===== config.mk =====
export PLATFORM = sky130hd
export DESIGN_NAME = uart_rx_os
export DESIGN_NICKNAME = d
export VERILOG_FILES = /design/src/rtl/uart_pkg.sv /design/src/rtl/uart_baud_tick.sv /design/src/rtl/uart_rx_os.sv
export SDC_FILE = /design/constraint.sdc
export NUM_CORES = 1
export LEC_CHECK = 0
export ABC_AREA = 1
export BUFFER_PORTS_ARGS = -buffer_cell sky130_fd_sc_hd__buf_2
export CORE_MARGIN = 5
export CORE_UTILIZATION = 50
export CTS_BUF_LIST = sky130_fd_sc_hd__clkbuf_4 sky130_fd_sc_hd__clkbuf_8
export CTS_CLUSTER_SIZE = 25
export DETAILED_ROUTE_END_ITERATION = 8
export PLACE_DENSITY = 0.69
export SETUP_SLACK_MARGIN = 0.3
export SLEW_MARGIN = 10
export SYNTH_ARGS = -nofsm -noshare
export SYNTH_HDL_FRONTEND = slang
export SYNTH_SLANG_ARGS = --single-unit
export TNS_END_PERCENT = 1

===== constraint.sdc =====
create_clock -name clk -period 3 [get_ports clk]
set_input_delay 0.15 -clock clk [delete_from_list [all_inputs] [get_ports clk]]
set_output_delay 0.15 -clock clk [all_outputs]
set_load 0.1 [all_outputs]

===== src/rtl/uart_pkg.sv =====
// uart_pkg: oversampling constants, parity encodings and receiver FSM states.
// Build option UART_RX_MAJORITY_EN enables the 2-of-3 mid-bit voter constants.
package uart_pkg;

  localparam int OS_RATE = 16;
  localparam logic [3:0] OS_LAST = 4'(OS_RATE - 1);
  localparam logic [3:0] MID_SAMPLE = 4'd8;

`ifdef UART_RX_MAJORITY_EN
  localparam logic [3:0] MID_EARLY = 4'd7;
  localparam logic [3:0] MID_LATE = 4'd9;
  localparam logic [3:0] DECIDE_POS = MID_LATE;

  function automatic logic maj3(
    input logic a,
    input logic b,
    input logic c
  );
    return (a & b) | (a & c) | (b & c);
  endfunction
`else
  localparam logic [3:0] DECIDE_POS = MID_SAMPLE;
`endif

  typedef enum logic [1:0] {
    PAR_NONE     = 2'b00,
    PAR_EVEN     = 2'b01,
    PAR_ODD      = 2'b10,
    PAR_NONE_ALT = 2'b11
  } parity_e;

  typedef enum logic [2:0] {
    IDLE,
    START,
    DATA,
    PARITY,
    STOP1,
    STOP2
  } rx_state_e;

endpackage


===== src/rtl/uart_baud_tick.sv =====
// uart_baud_tick: oversample tick divider, one tick every div+1 enabled clocks.
// Shared between the oversampled receiver and the future transmitter.
module uart_baud_tick #(
  parameter int W = 16
) (
  input  logic         clk,
  input  logic         reset,
  input  logic         clr,
  input  logic         en,
  input  logic [W-1:0] div,
  output logic         tick
);

  logic [W-1:0] cnt;

  assign tick = en && !clr && (cnt == div);

  always_ff @(posedge clk or posedge reset) begin
    if (reset) begin
      cnt <= '0;
    end else if (clr) begin
      cnt <= '0;
    end else if (en) begin
      cnt <= tick ? '0 : cnt + 1'b1;
    end
  end

endmodule


===== src/rtl/uart_rx_os.sv =====
// uart_rx_os: 16x oversampling UART receiver with valid/ready holding register.
// Define UART_RX_MAJORITY_EN for 2-of-3 majority sampling at os_cnt 7/8/9.
module uart_rx_os
  import uart_pkg::*;
#(
  parameter int DATA_BITS   = 8,
  parameter int DIV_W       = 16,
  parameter int SYNC_STAGES = 2
) (
  input  logic                 clk,
  input  logic                 reset,
  input  logic                 rx,
  input  logic [DIV_W-1:0]     baud_div,
  input  logic [1:0]           parity_mode,
  input  logic                 stop2,
  output logic [DATA_BITS-1:0] data_out,
  output logic                 data_valid,
  input  logic                 data_ready,
  output logic                 parity_error,
  output logic                 framing_error,
  output logic                 break_det,
  output logic                 overrun,
  output logic                 busy
);

  localparam logic [3:0] LAST_BIT = 4'(DATA_BITS - 1);

  logic [SYNC_STAGES-1:0] sync_q;
  logic                   rxs;
  logic                   rxs_prev;

  rx_state_e state_q;
  rx_state_e state_d;

  logic [DIV_W-1:0]     div_q;
  logic [1:0]           pmode_q;
  logic                 stop2_q;
  logic [3:0]           os_cnt;
  logic [3:0]           bit_cnt;
  logic [DATA_BITS-1:0] shreg;
  logic                 par_q;
  logic                 fe_q;

  logic tick;
  logic start_det;
  logic par_en;
  logic decide;
  logic bit_end;
  logic sample;
  logic frame_done;
  logic fe_now;
  logic pe_now;
  logic bd_now;

  assign rxs = sync_q[SYNC_STAGES-1];
  assign busy = (state_q != IDLE);
  assign start_det = (state_q == IDLE) && rxs_prev && !rxs;
  assign par_en = (pmode_q == PAR_EVEN) || (pmode_q == PAR_ODD);
  assign decide = tick && (os_cnt == DECIDE_POS);
  assign bit_end = tick && (os_cnt == OS_LAST);

`ifdef UART_RX_MAJORITY_EN
  logic s_early;
  logic s_mid;
  assign sample = maj3(s_early, s_mid, rxs);
`else
  assign sample = rxs;
`endif

  uart_baud_tick #(.W(DIV_W)) u_tick (
    .clk  (clk),
    .reset(reset),
    .clr  (state_q == IDLE),
    .en   (state_q != IDLE),
    .div  (div_q),
    .tick (tick)
  );

  always_ff @(posedge clk or posedge reset) begin
    if (reset) begin
      sync_q   <= '1;
      rxs_prev <= 1'b1;
      state_q  <= IDLE;
    end else begin
      sync_q   <= {sync_q[SYNC_STAGES-2:0], rx};
      rxs_prev <= rxs;
      state_q  <= state_d;
    end
  end

  always_comb begin
    state_d    = state_q;
    frame_done = 1'b0;
    fe_now     = fe_q;
    unique case (state_q)
      IDLE: begin
        if (start_det) state_d = START;
      end
      START: begin
        if (decide && sample) state_d = IDLE;
        else if (bit_end) state_d = DATA;
      end
      DATA: begin
        if (bit_end && bit_cnt == LAST_BIT)
          state_d = par_en ? PARITY : STOP1;
      end
      PARITY: begin
        if (bit_end) state_d = STOP1;
      end
      STOP1: begin
        if (decide) begin
          fe_now = fe_q | ~sample;
          if (!stop2_q) begin
            frame_done = 1'b1;
            state_d    = IDLE;
          end
        end else if (bit_end) begin
          state_d = STOP2;
        end
      end
      STOP2: begin
        if (decide) begin
          fe_now     = fe_q | ~sample;
          frame_done = 1'b1;
          state_d    = IDLE;
        end
      end
      default: state_d = IDLE;
    endcase
  end

  // Odd mode wants XOR(data, parity) = 1, even mode wants 0.
  assign pe_now = par_en &&
    ((^shreg ^ par_q) != (pmode_q == PAR_ODD));
  assign bd_now = fe_now && (shreg == '0) &&
    !(par_en && par_q);

  always_ff @(posedge clk or posedge reset) begin
    if (reset) begin
      div_q   <= '0;
      pmode_q <= PAR_NONE;
      stop2_q <= 1'b0;
      os_cnt  <= '0;
      bit_cnt <= '0;
      shreg   <= '0;
      par_q   <= 1'b0;
      fe_q    <= 1'b0;
    end else begin
      if (start_det) begin
        div_q   <= baud_div;
        pmode_q <= parity_mode;
        stop2_q <= stop2;
        bit_cnt <= '0;
        fe_q    <= 1'b0;
      end
      if (state_q == IDLE) os_cnt <= '0;
      else if (tick) os_cnt <= bit_end ? 4'd0 : os_cnt + 4'd1;
      if (state_q == DATA && decide)
        shreg <= {sample, shreg[DATA_BITS-1:1]};
      if (state_q == DATA && bit_end)
        bit_cnt <= bit_cnt + 4'd1;
      if (state_q == PARITY && decide) par_q <= sample;
      if (state_q == STOP1 && decide) fe_q <= fe_now;
    end
  end

`ifdef UART_RX_MAJORITY_EN
  always_ff @(posedge clk or posedge reset) begin
    if (reset) begin
      s_early <= 1'b1;
      s_mid   <= 1'b1;
    end else begin
      if (tick && os_cnt == MID_EARLY) s_early <= rxs;
      if (tick && os_cnt == MID_SAMPLE) s_mid <= rxs;
    end
  end
`endif

  always_ff @(posedge clk or posedge reset) begin
    if (reset) begin
      data_out      <= '0;
      data_valid    <= 1'b0;
      parity_error  <= 1'b0;
      framing_error <= 1'b0;
      break_det     <= 1'b0;
      overrun       <= 1'b0;
    end else begin
      overrun <= 1'b0;
      if (frame_done) begin
        if (!data_valid || data_ready) begin
          data_out      <= shreg;
          parity_error  <= pe_now;
          framing_error <= fe_now;
          break_det     <= bd_now;
          data_valid    <= 1'b1;
        end else begin
          overrun <= 1'b1;
        end
      end else if (data_valid && data_ready) begin
        data_valid <= 1'b0;
      end
    end
  end

endmodule


; ---- Yosys cells after proc, flatten, opt, wreduce, memory -nomap -nowiden
; Index checks and enable logic that the tools add are counted.
[word_totals]
ff_bits = 72
output_inout_bits = 14
word_cells = 112
input_bits = 23
[classes]
mux = 32
bitwise_logic = 3
eq_ne = 20
addsub = 3
reduce_logical = 36
[op_table]
columns = op, n
row1 = 16-bit two-way mux, 3
row2 = 3-bit two-way mux, 10
row3 = 4-bit two-way mux, 5
row4 = 3-bit one-hot mux with 6 select lines, 1
row5 = 1-bit logical AND, 17
row6 = 16-bit by 1-bit adder with 16-bit output (second input constant), 1
row7 = 16-bit equality test, 1
row8 = 1-bit two-way mux, 12
row9 = 2-bit nonzero test, 5
row10 = 3-bit inequality test (second input constant), 3
row11 = 4-bit by 1-bit adder with 4-bit output (second input constant), 2
row12 = 4-bit equality test (second input constant), 2
row13 = 8-bit zero test, 1
row14 = 2-bit inequality test (second input constant), 4
row15 = 8-bit parity, 1
row16 = 7-bit AND reduction, 1
row17 = 3-bit by 2-bit equality test with 1-bit output (second input constant), 2
row18 = 3-bit equality test (second input constant), 2
row19 = 4-bit by 3-bit equality test with 1-bit output (second input constant), 1
row20 = 1-bit zero test, 4
row21 = 2-bit AND reduction, 2
row22 = 3-bit by 1-bit equality test with 1-bit output (second input constant), 1
row23 = 3-bit zero test, 1
row24 = 3-bit nonzero test, 1
row25 = 10 further kinds, 11

; ---- Depth between registers and ports, before layout
; Gate-level depths: netlist of the first run.
[logic_depth]
depth_word = 9
mapped_depth = 15
mapped_depth_nobuf = 15

; ---- Hierarchy
; From an unflattened synthesis of the first run, not the netlist that was laid out.
[hier_totals]
cells_unflattened = 497
area_unflattened_um2 = 3950.0
[by_module_without_submodules]
columns = mod, cells_per_inst, instances, seq_area_each_um2, area_per_inst_um2
row1 = uart_rx_os, 294, 1, 1405.1, 2650.0
row2 = uart_baud_tick, 203, 1, 400.4, 1300.0

; ---- Least setup slack after synthesis of the first run
; OpenSTA, ideal clock, no wires.
[synth_path]
path_type = register to register
start = register state_q[0]
end = register parity_error
synth_period_minus_slack_ps = 2193
setup_ps = 68
stages_incl_launch_ff = 13
n_path_buf = 1
t_required_ps = 2932
path_slack_ps = 807
arrival_ps = 2125
cell_sequence = dfrtp_1 nor2_1 inv_1 nor2_1 inv_1 nand4_4 clkinv_2 nand2_4 nor2_4 inv_4 buf_6 nand2_1 nand2_1
[synth_between]
elab_cells_between_ends = 12
classes_between = eq/ne: 2 / mux: 3 / reduce/logical: 7
[synth_lines]
columns = item, line
row1 = from (decl), uart_rx_os.sv:32  ; rx_state_e state_q;
row2 = from (signal assigned), uart_rx_os.sv:87  ; state_q <= state_d;
row3 = 3-bit nonzero test (*), -
row4 = net busy, uart_rx_os.sv:23  ; output logic busy
row5 = 1-bit logical AND (*) (2 in series), uart_baud_tick.sv:16  ; assign tick = en && !clr && (cnt == div);
row6 = 1-bit logical AND (*), uart_rx_os.sv:59  ; assign decide = tick && (os_cnt == DECIDE_POS);
row7 = 1-bit two-way mux (on tied branches), "uart_rx_os.sv:122, uart_rx_os.sv:111"
row8 = 1-bit one-hot mux with 2 select lines (*), uart_rx_os.sv:95  ; unique case (state_q)
row9 = 2-bit AND reduction (no line) (*), -
row10 = to (signal assigned), uart_rx_os.sv:192  ; parity_error <= pe_now;
row11 = to (decl), uart_rx_os.sv:19  ; output logic parity_error,
; The timed path passes the listed nets; every way through them passes the cells marked *.
; A chain may end at the register's enable or synchronous reset.

; ---- Worst setup path in the final report of the first run
[layout_path]
start = register u_tick.cnt[3]
end = register u_tick.cnt[11]
[layout_between]
elab_chain_len = 5
elab_cells_between_ends = 6
classes_between = add/sub: 1 / eq/ne: 1 / mux: 3 / reduce/logical: 1
[layout_lines]
columns = item, line
row1 = from (decl), uart_baud_tick.sv:14  ; logic [W-1:0] cnt;
row2 = from (signal assigned), uart_baud_tick.sv:24  ; cnt <= tick ? '0 : cnt + 1'b1;
row3 = branches (longest 2 deep; another with 16-bit by 1-bit adder with 16-bit output), -
row4 = 16-bit two-way mux (*), uart_baud_tick.sv:24
row5 = 16-bit two-way mux (*), uart_baud_tick.sv:23  ; end else if (en) begin
row6 = 16-bit two-way mux (*), uart_baud_tick.sv:21  ; end else if (clr) begin
; Every way passes the cells marked *. The select of a mux whose other input is x is not followed.

==> metrics, run 1 <==
Max Cap Violations=0; FMAX=424.0 MHz; initial core utilization=51.41%; area grow syn2layout=16.09%; Sink Count=72; via count=3,094; Placement Rows=31; Post-Syn Area=0.003749 mm²; vias in the first global route=3,010; minimum clock period=2.359 ns; met2 Use GR=28.74%; asr flop ratio synth=100.0%; final-stage net count=569; Worst path max stage delay=0.71 ns; Synth top area share=46.06%; DR vias/cell=4.827; Mapped Cells=481; largest net degree at the start of global routing=49; RSZ-0062 raised after global routing=false; First DRT Iteration DRCs=173; chip width=96.59 µm; Post-Place Setup Slack=0.6103 ns; Slew headroom=36.75%; layer with the highest usage=met2; syn_area_per_cell=7.793 µm²; Cell Chain, Critical Path=inv_1, nand2_1, nand2_1, inv_1, nand2_1, nor2_1, nand2_1, nor2_1, nor2_1, inv_1, a21oi_1, o21ai_0, inv_1; Yosys cell types=35; Port Buffers=36; layout cells sized above 1=15.13%; clock tree buffer depth=2; DRT Pass-1 Iters=6; sequential fraction of the synthesis area=48.16%; max-slew violations=0; leakage power=2.249 nW; GR Util met1=25.12%; Worst Skew=0.008174 ns; wire length per cell=11.91 µm; final-report hold violation count=0; synth warn=0; Slowest-stage cell, CP=nor2_1; CP top delay family=simple AND/OR/NAND/NOR gates; CP bufs+invs=4; CTS clock-pin slew for the worst setup and hold paths=0.08 ns; critical setup path kind=flip-flop to flip-flop; slew of the pin with the lowest slew margin=0.9452 ns; DP HPWL=5560 µm; Power per Cell Area=713.0 mW/mm²; worst path required time=3.29 ns; GRT Residual Overflow=0; Mapped Nets=513; Peak VDD IR=0.4064 mV; Detail Route Antenna Nets=0; first-pass GRT wire length=13,200 µm; run status=finished clean; H-tree level count=3; GR Util met3=3.098%; CTS buffer count=9; CP max FO=14; I/O pin total=37; Crit. End Element=flip-flop; final setup vio count=0; gp weighted congestion=0.8763; Yosys reg bits=72; Yosys top cell by area=dfrtp_1; CTS tree=done; Synth Flop Type=dfrtp_1; CP arrival=2.65 ns; DRC viols=0; Tcrit/Tclk final=78.62%; Synth top cells by count=nand2_1 (151), inv_1 (78), dfrtp_1 (69), o21ai_0 (44), nor2_1 (39); Worst-Skew Late Latency=0.35 ns; Core Area=0.007292 mm²; Routed Wire Length=7637 µm; PostCTS Resize Cnt=0; Die Y=96.59 µm; Post-synth EDFFs=0; GRT Total Usage=18.39%; DIE AREA=0.009329 mm²; top-count cell post-synth=nand2_1; initial antenna violation count=0; Hold WC Path Type=input pin to flip-flop; ANT cells=0; Synth area leaders=dfrtp_1 (46%), nand2_1 (15%), inv_1 (7.8%), o21ai_0 (5.9%), nor2_1 (3.9%); Setup WS post-layout=0.6414 ns; Clock Tree Root=clkbuf_8; Setup TNS=0 ns; startpoint types=flip-flop
-- final timing paths --
check | from | to | slack (ns) | depth (start not counted)
max in group asynchronous | reset | os_cnt[3] | 2.05 | 4
worst max-delay path | u_tick.cnt[3] | u_tick.cnt[11] | 0.64 | 13
worst min-delay path | baud_div[0] | div_q[0] | 0.01 | 3
worst min register to register | sync_q[0] | sync_q[1] | 0.36 | 0
worst max register to register | u_tick.cnt[3] | u_tick.cnt[11] | 0.64 | 13
min in group asynchronous | reset | div_q[14] | 0.41 | 4
-- routing by layer --
layer  vias to the layer above  part of all wire [%]
li1                       1608                     -
met1                      1418                    49
met2                        55                    46
met3                        13                   3.5
met4                         0                   2.0
met5                         -                     0
-- layout by cell type, fill, tap and decap left out, types with 2 or more instances in the layout --
cell type	n
xor2_1	7
inv_2	4
nor3_1	4
nand4_1	4
buf_4	3
o21ai_0	44
dlygate4sd3_1	12
xnor2_1	5
nor2_1	39
inv_1	77
nor2_2	2
nor2_4	3
ha_1	9
o211ai_1	2
dfstp_2	3
nand3_1	22
buf_2	36
nand2_1	151
o31ai_1	3
clkinv_4	3
inv_8	2
a21oi_1	7
clkbuf_8	9
o21ai_2	8
dfrtp_1	69
-- power by group --
part           leakage [nW]  internal (mW)  switching (mW)
logic                  1.22          0.340           0.745
registers             0.937           1.15           0.134
clock network        0.0938          0.319           0.419
-- worst min-delay path, delay by kind of cell --
| family | cells | cell delay (ns) |
|---|---|---|
| AND/OR/NAND/NOR | 1 | 0.04 |
| buffers and inverters | 1 | 0.07 |
| AO/OA/AOI/OAI | 1 | 0.06 |
-- kinds of logic (layout without fill, tap and decap cells) --
group,Yosys count,after routing,share of synthesized area [%]
AND/OR/NAND/NOR,230,230,26.10
flip-flops,72,72,48.16
AO/OA/AOI/OAI,68,68,10.55
buffers and inverters,90,151,9.379
XOR/XNOR,12,12,2.804
adder cells (fa/ha/maj),9,9,3.004
-- state kept, by name, indices dropped and copies added, names as in the netlist --
| signal | flops |
|---|---|
| overrun | 1 |
| parity_error | 1 |
| shreg | 8 |
| bit_cnt | 4 |
| os_cnt | 4 |
| stop2_q | 1 |
| sync_q | 2 |
| div_q | 16 |
| framing_error | 1 |
| fe_q | 1 |
| par_q | 1 |
| state_q | 3 |
| pmode_q | 2 |
| u_tick.cnt | 16 |
| break_det | 1 |
| data_out | 8 |
| rxs_prev | 1 |
| data_valid | 1 |
-- timing repair --
action | CTS | global route
endpoints found under the hold margin | 80 | 0
setup buffers | 0 | 0
hold buffers | 12 | 0
-- layout make-up --
class                           count  area [µm²]
Fill cell                         692        2940
Sequential cell                    72        1805
Multi-Input combinational cell    319        1592
Timing Repair Buffer               51       322.8
Inverter                           84       319.1
Clock buffer                        9       123.9
Tap cell                           99       123.9
Clock inverter                      7       65.06
-- per-stage QoR --
step | hold slack (ns) | total power [mW] | area (µm²) | instances | utilization [%]
floorplan | 0.1545 | 2.121 | 3749 | 481 | -
global placement | 0.2226 | 2.354 | 4043 | 613 | 55.44
global route | 0.003953 | 3.348 | 4352 | 641 | 59.68
CTS | 0.0001524 | 3.132 | 4352 | 641 | 59.68
detailed placement | 0.2426 | 2.373 | 4043 | 613 | 55.44
finish | 0.01152 | 3.103 | 4352 | 641 | 59.68
Note: power is estimated with default switching activity, not from simulation.
==> run 2: changes to the inputs <==
- ABC_AREA: 1 -> 0
- PLACE_DENSITY: 0.69 -> 0.72
- clock period: 3 -> 2 ns (I/O delays scaled with it)
==> metrics, run 2 <==
Worst Skew=0.01076 ns (+0.002584 ns); Core Area=0.006832 mm² (-6.3%); sequential fraction of the synthesis area=51.35% (+3.2 points); GRT Total Usage=17.92% (-0.47 points); largest net degree at the start of global routing=73 (+49%); Yosys cell types=49 (+40%); minimum clock period=1.959 ns (-0.4000 ns); Synth Flop Type=dfrtp_1; initial antenna violation count=0 (unchanged); I/O pin total=37 (unchanged); wire length per cell=14.49 µm (+22%); DIE AREA=0.008809 mm² (-5.6%); CTS tree=done; Peak VDD IR=0.6687 mV (+65%); Final Core Density=67.34% (+7.7 points); Hold Path Depth=3 (unchanged); Yosys top cell by area=dfrtp_1; leakage power=2.159 nW (-4.0%); r2r endpoint=bit_cnt[2]; synth warn=0 (unchanged); max-slew violations=0 (unchanged); most common cell after layout, fill and taps aside=dfrtp_1; syn_area_per_cell=11.20 µm² (+44%); first-pass GRT wire length=12,140 µm (-8.0%); CP max FO=10 (-4); DRT Pass-1 Iters=4 (-2); met2 Use GR=27.20% (-1.5 points); GR Util met3=5.288% (+2.2 points); Hold WC Path Type=input pin to flip-flop; critical setup path kind=flip-flop to flip-flop; final setup vio count=0 (unchanged); Synth top cells by count=dfrtp_1 (69), nor2_1 (33), mux2_2 (30), inv_1 (22), xor2_1 (21); Worst-Skew Late Latency=0.35 ns (about the same); via count=2,547 (-18%); gp weighted congestion=0.8769 (about the same); GRT Residual Overflow=0 (unchanged); FMAX=510.6 MHz (+20%); CP arrival=2.19 ns (-0.46 ns); DR vias/cell=5.034 (+4.3%); Max Cap Violations=0 (unchanged); RSZ-0062 raised after global routing=true; Port Buffers=36 (unchanged); Power per Cell Area=1016 mW/mm² (+43%); Post-Place Setup Slack=-0.1084 ns (-0.7186 ns); Setup WS post-layout=0.04142 ns (-0.6000 ns); vias in the first global route=2,562 (-15%); H-tree level count=3 (unchanged); Synth area leaders=dfrtp_1 (49%), mux2_2 (9.6%), xor2_1 (5.2%), nor2_1 (3.5%), xnor2_1 (3.5%); final-stage net count=437 (-23%); Clock Tree Root=clkbuf_8; area grow syn2layout=30.85%; initial core utilization=51.47% (+0.058 points); final-report hold violation count=0 (unchanged); Synth top area share=49.11% (+3.0 points); First DRT Iteration DRCs=132 (-24%); top-count cell post-synth=dfrtp_1; layout cells sized above 1=33.66% (+19 points); Largest regs=div_q: 16 flops, u_tick.cnt: 16 flops; Crit. End Element=flip-flop; most frequent cells in the layout=dfrtp_1 (69), buf_2 (35), nor2_1 (33); Post-synth EDFFs=0 (unchanged); Hold Crit Endpoint=overrun; Slew headroom=66.90% (+30 points); Tcrit/Tclk final=97.93% (+19 points); slew of the pin with the lowest slew margin=0.5000 ns (-0.4452 ns); Detail Route Antenna Nets=0 (unchanged); run status=finished clean; asr flop ratio synth=100.0% (unchanged); Placement Rows=30 (-3.2%); R2R Path Start=div_q[14]; ANT cells=0 (unchanged); worst path required time=2.23 ns (-1.06 ns); Post-Syn Area=0.003516 mm² (-6.2%); Routed Wire Length=7332 µm (-4.0%); startpoint types=flip-flop; Sink Count=72 (unchanged); DRC viols=0 (unchanged); clock tree buffer depth=2 (unchanged); Yosys reg bits=72 (unchanged); chip width=93.86 µm (-2.8%); layer with the highest usage=met2; Fill cells=541 (-22%); Mapped Cells=314 (-35%); Mapped Nets=346 (-33%); Die Y=93.86 µm (-2.8%); GR Util met1=24.48% (-0.64 points); source of the worst hold timing path=data_ready; CTS buffer count=9 (unchanged); CTS clock-pin slew for the worst setup and hold paths=0.08 ns (about the same); DP HPWL=4935 µm (-11%); setup slack, reg-to-reg=0.04 ns (-0.60 ns); reg2reg path depth=6 (-7)
[run 2: critical path: stages (launching register included)]
cell,delay [ns]
dfrtp_1,0.40
xor2_1,0.17
nor4_2,0.34
nand4_2,0.14
buf_6,0.18
or2_4,0.26
a311o_1,0.35
[run 2: cell type report]
| class | instances | area, µm² | share of cell area [%] |
|---|---|---|---|
| repair buffers | 90 | 693.2 | 15.07 |
| clock inverters | 5 | 103.9 | 2.257 |
| well taps | 96 | 120.1 | 2.611 |
| multi-input cells | 210 | 1647 | 35.79 |
| flip-flops and latches | 72 | 1805 | 39.24 |
| inverters | 22 | 86.33 | 1.877 |
| clock buffers | 11 | 145.1 | 3.155 |
[run 2: cells by family (layout without fill, tap and decap cells)]
family,Yosys count,in the layout,share of synthesized area (%)
simple gates,96,96,14.66
flops,72,72,51.35
mux,40,40,12.60
xor+xnor,35,35,8.719
buf+inv,32,128,3.736
compound gates,30,30,5.730
fa+ha+maj,9,9,3.203
[run 2: layer usage]
layer | vias to the layer above | wire, µm
met4 | 0 | 88
met3 | 8 | 256
met2 | 47 | 3591
met5 | - | 0
met1 | 1232 | 3395
li1 | 1260 | -
[run 2: what timing repair did]
item	CTS	global route
setup endpoints to repair	49	50
endpoints found under the hold margin	88	1
pin swaps	1	8
resized for setup	8	16
hold buffers	20	1
setup buffers	1	0
[run 2: stage by stage]
step	setup TNS [ns]	hold WS [ns]	std cells	instance area (µm²)	total power, mW
final	0	0.07113	506	4601	4.676
after global routing	-0.4990	0.07955	506	4601	4.933
after CTS	0	0.001755	505	4548	4.666
after detailed placement	-0.5649	0.2007	468	4048	3.143
after global placement	-0.2473	0.2064	468	4048	3.106
after floorplan	-0.1605	0.1045	314	3531	2.753
[run 2: power by group]
group          switching, mW  internal, mW  total [mW]
combinational          0.690         0.642        1.33
sequential             0.190          1.73        1.92
clock                  0.551         0.877        1.43
[run 2: how the worst max path moves through the flow]
stage               depth (start not counted)           to     startpoint
floorplan                                   6   state_q[0]     state_q[1]
global placement                            6        par_q  u_tick.cnt[5]
detailed placement                          6        par_q  u_tick.cnt[5]
CTS                                         6   bit_cnt[2]       div_q[0]
global route                                7  data_out[0]      div_q[15]
finish                                      6   bit_cnt[2]      div_q[14]
==> run 3: changes to the inputs <==
- SYNTH_HIERARCHICAL: unset -> 1
==> metrics, run 3 <==
wire length per cell=16.32 µm (+13%); r2r endpoint=bit_cnt[3]; largest family of logic cells by synthesized area=simple AND/OR/NAND/NOR gates; initial antenna violation count=0 (unchanged); most frequent cells in the layout=dfrtp_1 (69), buf_2 (35), buf_4 (33); DRC viols=0 (unchanged); vias in the first global route=3,096 (+21%); Worst Setup SP=u_tick/cnt[11]; reg2reg path depth=9 (+3); synth warn=6 (+6); crit path capture=bit_cnt[3]; Tcrit/Tclk final=118.8% (+21 points); gp weighted congestion=0.8636 (-1.5%); ANT cells=0 (unchanged); initial core utilization=51.48% (about the same); clock share of power=26.7% (-3.8 points); Placement Rows=31 (+3.3%); Yosys reg bits=72 (unchanged); clock tree buffer depth=2 (unchanged); post-synthesis simple-gate area fraction=17.23% (+2.6 points); layout cells sized above 1=36.16% (+2.5 points); Post-Syn Area=0.003754 mm² (+6.8%); Synth area leaders=dfrtp_1 (46%), mux2_2 (9.0%), xor2_1 (4.0%), ha_1 (3.0%), nand2_1 (2.8%); sequential fraction of the synthesis area=48.10% (-3.3 points); Synth top cells by count=dfrtp_1 (69), mux2_2 (30), nand2_1 (28), inv_1 (27), xor2_1 (17); Routed Wire Length=8925 µm (+22%); area grow syn2layout=32.17%; Mapped Cells=358 (+14%); post-synthesis compound-gate area fraction=10.47% (+4.7 points); GRT Residual Overflow=0 (unchanged); Logic pwr share=37.2% (+8.7 points); Detail Route Antenna Nets=0 (unchanged); Setup WS post-layout=-0.3766 ns (-0.4180 ns); chip width=96.65 µm (+3.0%); Worst Skew=0.01355 ns (+0.002796 ns); failing checks=negative setup slack; setup slack, reg-to-reg=-0.38 ns (-0.42 ns); max-slew violations=0 (unchanged); R2R Path Start=u_tick/cnt[11]; CTS buffer count=9 (unchanged); final setup vio count=30 (+30); Hold WC Path Type=input pin to flip-flop; first-pass GRT wire length=14,780 µm (+22%); Die Y=96.65 µm (+3.0%); final-stage net count=475 (+8.7%); asr flop ratio synth=100.0% (unchanged); Synth Flop Type=dfrtp_1; DIE AREA=0.009340 mm² (+6.0%); Clock Tree Root=clkbuf_8; Synth top area share=46.00% (-3.1 points); Setup TNS=-8.340 ns (-8.340 ns); mux contribution to synthesized area=10.50% (-2.1 points); Flop pwr share=36.1% (-4.9 points); Slew headroom=57.25% (-9.6 points); Internal=3.605 mW (+11%); Peak VDD IR=0.7268 mV (+8.7%); DRT Pass-1 Iters=5 (+1); via count=3,058 (+20%); minimum clock period=2.377 ns (+0.4180 ns); Final Non-Filler Cells=547 (+8.1%); DR vias/cell=5.590 (+11%); source of the worst hold timing path=baud_div[3]; CP arrival=2.62 ns (+0.43 ns); switching power share of the total=33.26% (+2.7 points); Crit. End Element=flip-flop; startpoint types=flip-flop; Max Cap Violations=0 (unchanged); First DRT Iteration DRCs=152 (+15%); syn_area_per_cell=10.48 µm² (-6.4%); Post-synth EDFFs=0 (unchanged); Worst-Skew Late Latency=0.35 ns (about the same); Yosys top cell by area=dfrtp_1; Yosys cell types=58 (+18%); run status=complete, but fails checks; Core Area=0.007292 mm² (+6.7%); worst path required time=2.24 ns (about the same); Fill cells=545 (+0.74%); largest net degree at the start of global routing=27 (-63%); dpl cells=512 (+9.4%); top-count cell post-synth=dfrtp_1; CTS clock-pin slew for the worst setup and hold paths=0.08 ns (about the same); NetSw=1.797 mW (+26%); Synth Area in XOR/XNOR=5.133% (-3.6 points); WHS=0.008928 ns (-0.06220 ns); I/O pin total=37 (unchanged); Largest regs=div_q: 16 flops, u_tick/cnt: 16 flops; GRT Total Usage=19.24% (+1.3 points); leakage power=2.399 nW (+11%); CP max FO=3 (-7); Port Buffers=36 (unchanged); most common cell after layout, fill and taps aside=dfrtp_1; post-synthesis adder-cell area fraction=3.000% (-0.20 points); Sink Count=72 (unchanged); final-report hold violation count=0 (unchanged); critical setup path kind=flip-flop to flip-flop; RSZ-0062 raised after global routing=true; Power per Cell Area=1089 mW/mm² (+7.1%); FMAX=420.8 MHz (-18%); slew of the pin with the lowest slew margin=0.6405 ns (+0.1406 ns); CTS tree=done; H-tree level count=3 (unchanged); Mapped Nets=390 (+13%); DP HPWL=6033 µm (+22%)
[run 3: critical path, stage by stage (launching register included)]
cell and delay, ns:
dfrtp_1 0.39, xor2_1 0.18, nor4_2 0.33, nand4_1 0.19, nor3_2 0.16, buf_4 0.16
nand4_4 0.06, or3_4 0.36, mux2_4 0.31, o2bb2ai_2 0.12
[run 3: power groups by stage]
stage	clock (mW)	sequential, mW	combinational (mW)
3_3_place_gp	0	1.94	1.62
5_1_grt	1.54	1.98	2.17
3_5_place_dp	0	1.96	1.65
2_1_floorplan	0	1.91	1.21
4_1_cts	1.46	1.93	1.79
6_report	1.44	1.95	2.01
[run 3: layout make-up]
type	instances	area, µm²	share of cell area (%)
well taps	99	123.9	2.497
clock buffers	11	151.4	3.052
inverters	27	105.1	2.119
repair buffers	95	733.2	14.78
clock inverters	5	102.6	2.068
flip-flops and latches	72	1805	36.39
multi-input cells	238	1939	39.09
[run 3: what timing repair did]
action | in CTS | in global routing
hold buffers | 18 | 0
resized for setup | 25 | 33
pin swaps | 12 | 4
endpoints found under the setup margin | 63 | 70
endpoints found under the hold margin | 43 | 0
buffers inserted | 1 | 0
[run 3: routing by layer]
metal	global-route usage, %	vias to the layer above	part of all wire (%)	wire [µm]
met2	31.26	109	49	4350
met4	6.803	0	2.3	201
li1	-	1441	-	-
met1	24.84	1488	43	3860
met3	5.036	20	5.7	512
met5	0	-	0	0
[run 3: worst min path at each step]
stage               endpoint  cells past startpoint  slack, ns
4_1_cts             div_q[3]                      2       0.01
5_1_grt            div_q[15]                      2       0.01
3_5_place_dp       os_cnt[3]                      2       0.07
3_3_place_gp       os_cnt[3]                      2       0.07
6_report            div_q[3]                      2      0.009
2_1_floorplan  u_tick/cnt[0]                      1       0.01
[run 3: per-stage QoR]
stage	setup slack [ns]	util, %	total power, mW	area, µm²
final	-0.3766	68.03	5.401	4961
after detailed placement	-0.5111	58.99	3.613	4302
after global placement	-0.4255	58.99	3.560	4302
after floorplan	-0.9730	-	3.121	3821
after global routing	-0.5395	68.03	5.691	4961
after CTS	-0.3529	66.27	5.191	4832
[run 3: kinds of logic after synthesis]
family | Yosys count
and+or+nand+nor | 110
DFF | 72
AOI/OAI and AO/OA | 62
buffers and inverters | 48
muxes | 35
xor gates and xnor gates | 22
adders and majority gates | 9
